**src/rtl/segment_stream_packer.sv**
```systemverilog
// Snapshots ten expansion-stage segment words on start and streams them out
// in index order over valid/ready, reporting the frame sum on completion.
module segment_stream_packer #(
  parameter int DATA_W = 32,
  parameter int SUM_W  = DATA_W + 4
) (
  input  logic              clk,
  input  logic              reset,
  input  logic              start,
  input  logic [DATA_W-1:0] segment_0,
  input  logic [DATA_W-1:0] segment_1,
  input  logic [DATA_W-1:0] segment_2,
  input  logic [DATA_W-1:0] segment_3,
  input  logic [DATA_W-1:0] segment_4,
  input  logic [DATA_W-1:0] segment_5,
  input  logic [DATA_W-1:0] segment_6,
  input  logic [DATA_W-1:0] segment_7,
  input  logic [DATA_W-1:0] segment_8,
  input  logic [DATA_W-1:0] segment_9,
  input  logic              out_ready,
  output logic              out_valid,
  output logic [DATA_W-1:0] out_data,
  output logic [3:0]        out_index,
  output logic              out_last,
  output logic              busy,
  output logic              done,
  output logic [SUM_W-1:0]  sum_out
);

  localparam int         NSEG     = 10;
  localparam logic [3:0] LAST_IDX = 4'd9;

  typedef enum logic {IDLE, SEND} state_t;

  state_t              state_q;
  logic [DATA_W-1:0]   bank_q [0:NSEG-1];
  logic [DATA_W-1:0]   seg_w  [0:NSEG-1];
  logic [SUM_W-1:0]    acc_q;
  logic [SUM_W-1:0]    acc_d;
  logic [SUM_W-1:0]    sum_q;
  logic [DATA_W-1:0]   data_q;
  logic [3:0]          index_q;
  logic [3:0]          index_d;
  logic                last_q;
  logic                valid_q;
  logic                busy_q;
  logic                done_q;
  logic                xfer;

  function automatic logic [SUM_W-1:0] zext(input logic [DATA_W-1:0] w);
    return {{(SUM_W-DATA_W){1'b0}}, w};
  endfunction

  assign seg_w[0] = segment_0;
  assign seg_w[1] = segment_1;
  assign seg_w[2] = segment_2;
  assign seg_w[3] = segment_3;
  assign seg_w[4] = segment_4;
  assign seg_w[5] = segment_5;
  assign seg_w[6] = segment_6;
  assign seg_w[7] = segment_7;
  assign seg_w[8] = segment_8;
  assign seg_w[9] = segment_9;

  assign xfer    = valid_q && out_ready;
  assign acc_d   = acc_q + zext(data_q);
  assign index_d = index_q + 4'd1;

  always_ff @(posedge clk or negedge reset) begin
    if (!reset) begin
      state_q <= IDLE;
      for (int i = 0; i < NSEG; i++) bank_q[i] <= '0;
      acc_q   <= '0;
      sum_q   <= '0;
      data_q  <= '0;
      index_q <= '0;
      last_q  <= 1'b0;
      valid_q <= 1'b0;
      busy_q  <= 1'b0;
      done_q  <= 1'b0;
    end else begin
      done_q <= 1'b0;
      case (state_q)
        IDLE: begin
          // start is honoured even in the done cycle, giving a one-cycle frame gap
          if (start) begin
            for (int i = 0; i < NSEG; i++) bank_q[i] <= seg_w[i];
            acc_q   <= '0;
            index_q <= '0;
            data_q  <= segment_0;
            last_q  <= 1'b0;
            valid_q <= 1'b1;
            busy_q  <= 1'b1;
            state_q <= SEND;
          end
        end
        SEND: begin
          if (xfer) begin
            if (index_q == LAST_IDX) begin
              sum_q   <= acc_d;
              valid_q <= 1'b0;
              busy_q  <= 1'b0;
              last_q  <= 1'b0;
              done_q  <= 1'b1;
              state_q <= IDLE;
            end else begin
              acc_q   <= acc_d;
              index_q <= index_d;
              data_q  <= bank_q[index_d];
              last_q  <= (index_d == LAST_IDX);
            end
          end
        end
        default: state_q <= IDLE;
      endcase
    end
  end

  assign out_valid = valid_q;
  assign out_data  = data_q;
  assign out_index = index_q;
  assign out_last  = last_q;
  assign busy      = busy_q;
  assign done      = done_q;
  assign sum_out   = sum_q;

endmodule

```
**config.mk**
```make
export PLATFORM = sky130hd
export DESIGN_NAME = segment_stream_packer
export DESIGN_NICKNAME = d
export VERILOG_FILES = /design/src/rtl/segment_stream_packer.sv
export SDC_FILE = /design/constraint.sdc
export NUM_CORES = 1
export LEC_CHECK = 0
export CAP_MARGIN = 20
export CORE_MARGIN = 2
export CORE_UTILIZATION = 34
export CTS_BUF_LIST = sky130_fd_sc_hd__clkbuf_4 sky130_fd_sc_hd__clkbuf_8 sky130_fd_sc_hd__clkbuf_16
export CTS_CLUSTER_SIZE = 20
export DETAILED_ROUTE_END_ITERATION = 12
export MAX_ROUTING_LAYER = met4
export PLACE_DENSITY = 0.66
export SLEW_MARGIN = 25
export SYNTH_ARGS = -nofsm -noshare
export SYNTH_HDL_FRONTEND = slang
export SYNTH_SLANG_ARGS = --single-unit
```
**constraint.sdc**
```tcl
create_clock -name clk -period 4 [get_ports clk]
set_input_delay 0.4 -clock clk [delete_from_list [all_inputs] [get_ports clk]]
set_output_delay 0.4 -clock clk [all_outputs]
set_load 0.05 [all_outputs]
```
---- Word level (Yosys, flattened, before mapping) ----
Cells that the tools add are included.
word-level totals
  bits in registers ....................... 432
  bits in latches ......................... 0
  RAM bits ................................ 0
  ROM bits ................................ 0
  bits of input ports ..................... 324
  output and inout port bits .............. 76
  memories ................................ 0
cells by class
  add/sub/neg operators ................... 2
  multipliers ............................. 0
  div/mod/pow operators ................... 0
  magnitude comparators ................... 1
  equal/unequal tests ..................... 6
  shifts and indexed selects .............. 0
  multiplexer cells ....................... 30
  bitwise operators ....................... 2
  reduce and logical (&&, ||, !) cells .... 6
operators with widths
  cell                                                      count
  2-to-1 mux 32 bit                                         5
  binary-select mux 32 bit (select 4 bit)                   1
  2-to-1 mux 36 bit                                         3
  case mux 36 bit (2 select lines)                          1
  case mux 32 bit (2 select lines)                          1
  adder 36 x 32 -> 36 bit                                   1
  2-to-1 mux 1 bit                                          12
  2-to-1 mux 4 bit                                          3
  AND reduction 3 bit                                       3
  == test 4 bit, second input constant                      2
  case mux 4 bit (2 select lines)                           1
  case mux 1 bit (2 select lines)                           3
  greater-or-equal comparator 5 bit, second input constant  1
  inverter 4 -> 5 bit                                       1
  adder 4 x 1 -> 4 bit, second input constant               1
  inequality test 2 x 1 -> 1 bit, second input constant     2
  inequality test 2 bit, second input constant              2
  AND reduction 2 bit                                       2
  logical AND 1 bit                                         1
  inverter 1 bit                                            1

---- Logic depth before layout (Yosys ltp) ----
  depth after elaboration ................. 8
  depth in mapped cells ................... 12
  gate-level depth less buffers ........... 11

---- Least setup slack after synthesis ----
No wires, ideal clock.
  kind .................................... register to register
  start point ............................. reg index_q[0], in the netlist out_index[0]
  end point ............................... reg data_q[28], in the netlist out_data[28]
  library setup time ...................... 0.136 ns
  data arrival time ....................... 3.379 ns
  slack ................................... 0.485 ns
  stages on the path, launching flop included .. 13
  buffers on the path ..................... 5
  path through ............................ dfrtp_1 -> buf_2 -> buf_2 -> buf_1 -> inv_1 -> ha_1 -> clkbuf_1 -> buf_1 -> mux4_2 -> mux2i_1 -> o221ai_1 -> o21ai_0 -> o21ai_0
between the ends
  longest elaborated chain between the ends .. 8
  elaborated cells between the ends (all ways) .. 11
RTL lines
  element                                                RTL line  source
  start, declared                                        42        logic [3:0] index_q;
  start signal, assigned                                 108       index_q <= index_d;
  adder 4 x 1 -> 4 bit                                   67        assign index_d = index_q + 4'd1;
  inverter 4 -> 5 bit (not written as such)              109       data_q <= bank_q[index_d];
  binary-select mux 32 bit (select 4 bit)                109
  2-to-1 mux 32 bit (not written as such) (2 in series)  109
  2-to-1 mux 32 bit                                      99        if (index_q == LAST_IDX) begin
  2-to-1 mux 32 bit                                      98        if (xfer) begin
  case mux 32 bit (2 select lines)                       83        case (state_q)
  end signal, assigned                                   90        data_q <= segment_0;
  end signal, assigned                                   109
  end, declared                                          41        logic [DATA_W-1:0] data_q;
Parallel ways exist; a longest one is shown, timed or not. The select of a mux whose other input is x is not followed.
A chain may end at the register's enable or synchronous reset.

---- Worst setup path after layout ----
  start point ............................. reg data_q[0], in the netlist out_data[0]
  end point ............................... reg acc_q[28]
between the ends
  longest elaborated chain between the ends .. 4
RTL lines
  element                           RTL line  source
  adder 36 x 32 -> 36 bit           66        assign acc_d = acc_q + zext(data_q);
  2-to-1 mux 36 bit                 99
  2-to-1 mux 36 bit                 98
  case mux 36 bit (2 select lines)  83
  end signal, assigned              73        acc_q <= '0;
  end signal, assigned              88        acc_q <= '0;
  end signal, assigned              107       acc_q <= acc_d;
  end, declared                     38        logic [SUM_W-1:0] acc_q;
Every way passes these cells. The select of a mux whose other input is x is not followed.

==> flow_summary_export.csv <==
group,metric,value,unit
synth,synth_fp_nets,2657,
synth,ys_seq_area_share,51.9,%
synth,syn_avg_cell_area,9.07,sq um
floorplan,pin_count,400,
timing,slew_headroom,34.3,%
timing,slew_violations,0,
clock_network,cts_max_level,2,
placed_design,port_buffers,399,
global_routing,grt_pass1_vias,17800,
run,cap_violations,0,
worst_setup_path,slowest_delay,0.52,ns
global_routing,grt_pass1_wl,106000,um
clock_network,postCtsSetupRepairBufs,0,
min_path,worstHoldStart,"segment_6[17]",
synth,yosysWarningCount,0,
synth,synth_flop_cell,"dfrtp_1",
route,routedWlPerCell,19.9,um
clock_network,cts_num_sinks,432,
final_layout,finalNetCount,2995,
clock_network,clockRootBuffer,"clkbuf_16",
floorplan,die_area,63300,sq um
timing,fin_crit_sh,75.5,%
route,vias,17500,
synth,synth-seq-cells,432,
placed_design,globalplace.congestion,0.961,
timing,rsz0062_at_grt,"no",
final_layout,syn2layout_area_growth,32.0,%
clock_network,clkTransAtPathRegs,0.06,ns
synth,synth.distinct_cells,60,
floorplan,initial_core_util,34.5,%
power_and_ir_drop,power_density,836,nW/um^2
status,status,"complete, no violations",
worst_setup_path,r2r-start,"out_data[0]",
worst_setup_path,cp-end-kind,"flip-flop",
worst_setup_path,required,4.52,ns
worst_setup_path,slowest_stage,"o22ai_1",
route,vias_per_cell,5.05,
clock_network,insertion_delay,0.60,ns
floorplan,die_x,252,um
synth,async_flop_share,100,%
worst_setup_path,critical_path_arrival,3.54,ns
route,firstDrtPassIters,5,
worst_setup_path,path_cells,"ha_1 > inv_1 > fa_1 > nand2b_1 > a21oi_1 > nor3_2 > o22ai_1 > a21oi_1 > a21o_1 > or3_1 > nand3_1",
floorplan,die_h,252,um
clock_network,ctsLongestPathBuffers,3,
final_layout,drive_gt1_share,7.78,%
clock_network,cts_tree,"built",
worst_setup_path,cp_common_cell,"a21oi_1",
final_layout,stdcell_count,3469,
placed_design,dp_hpwl,50400,um
global_routing,antenna_found_initial,15,
worst_setup_path,cp-start-kind,"flip-flop",
min_path,min_path_type,"in -> reg",
floorplan,fp.coreArea,60500,sq um
route,wirelength,68900,um
synth,synth_edf_count,0,
clock_network,ctsHoldBuffers,1,
global_routing,grt_max_degree,138,
global_routing,grt_usage,22.4,%
timing,setup_viol,0,
timing,post-route-min-period,3.02,ns
timing,skew,0.0271,ns
timing,tightest_slew,0.984,ns
timing,max_clock_freq,0.331,GHz
timing,setup_tns,0,ns
route,dr.first_iter.drc_count,1351,
timing,finalHoldViolCount,0,
synth,syn_area,20800,sq um
power_and_ir_drop,leakage,13.1,nW
clock_network,numCtsBuffers,49,
placed_design,placed_cells,3364,
global_routing,overflow,0,
route,drc,0,
synth,synthCells,2297,
final_layout,final_common_cell,"nand2_1",
worst_setup_path,cp_max_fo,5,
worst_setup_path,crit_start,"out_data[0]",
route,ant_nets,0,
worst_setup_path,worstSetupPathType,"reg -> reg",
clock_network,cts_resized,0,
final_layout,layout_common_cells,"1,088 x nand2_1, 430 x dfrtp_1, 398 x clkdlybuf4s50_1, 120 x o21ai_0, 65 x mux2i_1",
floorplan,num_rows,90,
power_and_ir_drop,ir_worst_vdd,331,uV
[metal layers]
layer | GRT usage (%) | up-vias | wire length, um | part of all wire, %
li1 | - | 8339 | - | -
met1 | 31.7 | 8565 | 32600 | 47
met2 | 32.7 | 535 | 30500 | 44
met3 | 4.10 | 82 | 4190 | 6.1
met4 | 6.77 | 0 | 1640 | 2.4
met5 | - | - | 0 | 0
[synth_stat cells (6+ instances only)]
| cell | instances | area (sq um) |
|---|---|---|
| nand3_1 | 41 | 205 |
| a21oi_1 | 46 | 230 |
| o21bai_1 | 8 | 60.1 |
| mux2i_1 | 65 | 651 |
| or3_1 | 10 | 62.6 |
| inv_1 | 18 | 67.6 |
| xnor2_1 | 15 | 131 |
| buf_2 | 13 | 65.1 |
| nand2b_1 | 6 | 37.5 |
| buf_1 | 11 | 41.3 |
| dfrtp_1 | 432 | 10800 |
| o21ai_0 | 120 | 601 |
| nor2_1 | 33 | 124 |
| a21o_1 | 18 | 135 |
| mux4_2 | 64 | 1440 |
| o221ai_1 | 32 | 280 |
| nor3_1 | 9 | 45.0 |
| xor2_1 | 12 | 105 |
| ha_1 | 35 | 438 |
| nand2_1 | 1088 | 4080 |
| o21ai_1 | 10 | 50.1 |
| nand4_1 | 15 | 93.8 |
| clkbuf_1 | 121 | 454 |
[final timing paths]
kind | slack [ns] | depth (start not counted) | endpoint
max | 0.98 | 11 | acc_q[28]
max in group asynchronous | 2.61 | 4 | bank_q[54]
max reg2reg | 0.98 | 11 | acc_q[28]
min in group asynchronous | 0.34 | 2 | sum_out[28]
min reg2reg | 0.47 | 2 | bank_q[195]
min | 0.32 | 3 | bank_q[113]
[kinds of logic (layout without fill, tap and decap cells)]
| kind of cell | Yosys count | count (layout) | share of synthesized area [%] |
|---|---|---|---|
| AOI/OAI and AO/OA | 283 | 283 | 8.53 |
| buffers and inverters | 165 | 540 | 3.07 |
| DFF | 432 | 432 | 51.9 |
| and+or+nand+nor | 1222 | 1222 | 23.0 |
| muxes | 132 | 132 | 10.2 |
| other | 0 | 15 | 0 |
| xor gates and xnor gates | 27 | 27 | 1.13 |
| adders and majority gates | 36 | 36 | 2.20 |
[per-stage QoR]
step | total power [mW] | hold WS [ns] | util (%) | setup slack, ns | area (sq um)
global route | 24.6 | 0.300 | 45.5 | 0.715 | 27500
global placement | 18.0 | 0.453 | 42.4 | 0.959 | 25700
finish | 23.0 | 0.323 | 45.5 | 0.978 | 27500
detailed placement | 18.2 | 0.460 | 42.4 | 0.996 | 25700
CTS | 23.1 | 0.284 | 45.4 | 0.958 | 27400
floorplan | 14.5 | 0.104 | - | 0.485 | 20800
[layout make-up]
class	count	area (sq um)
Fill cell	5647	33000
Inverter	19	71.3
Multi-Input combinational cell	1700	9450
Clock inverter	16	294
Antenna cell	15	37.5
Clock buffer	72	1470
Sequential cell	432	10800
Tap cell	782	978
Timing Repair Buffer	433	4390
[worst max-delay path, delay by kind of cell, from the launching register on]
kind	cells	cell delay [ns]
DFF	1	0.37
AOI/OAI and AO/OA	4	1.24
adders and majority gates	2	0.59
buffers and inverters	1	0.06
and+or+nand+nor	4	0.69
[power breakdown]
group / switching [mW] / leakage, nW / internal, mW / total [mW]
clock: 1.89 / 0.874 / 2.95 / 4.84
combinational: 6.22 / 6.72 / 4.36 / 10.6
sequential: 1.28 / 5.47 / 6.30 / 7.57
[state kept, by name (all words and copies together) (netlist names)]
name       cells
state_q        1
out_data      32
sum_out       36
out_index      4
acc_q         36
done           1
bank_q       320
busy           1
out_last       1
No activity file was read; power rests on OpenSTA's default activity.
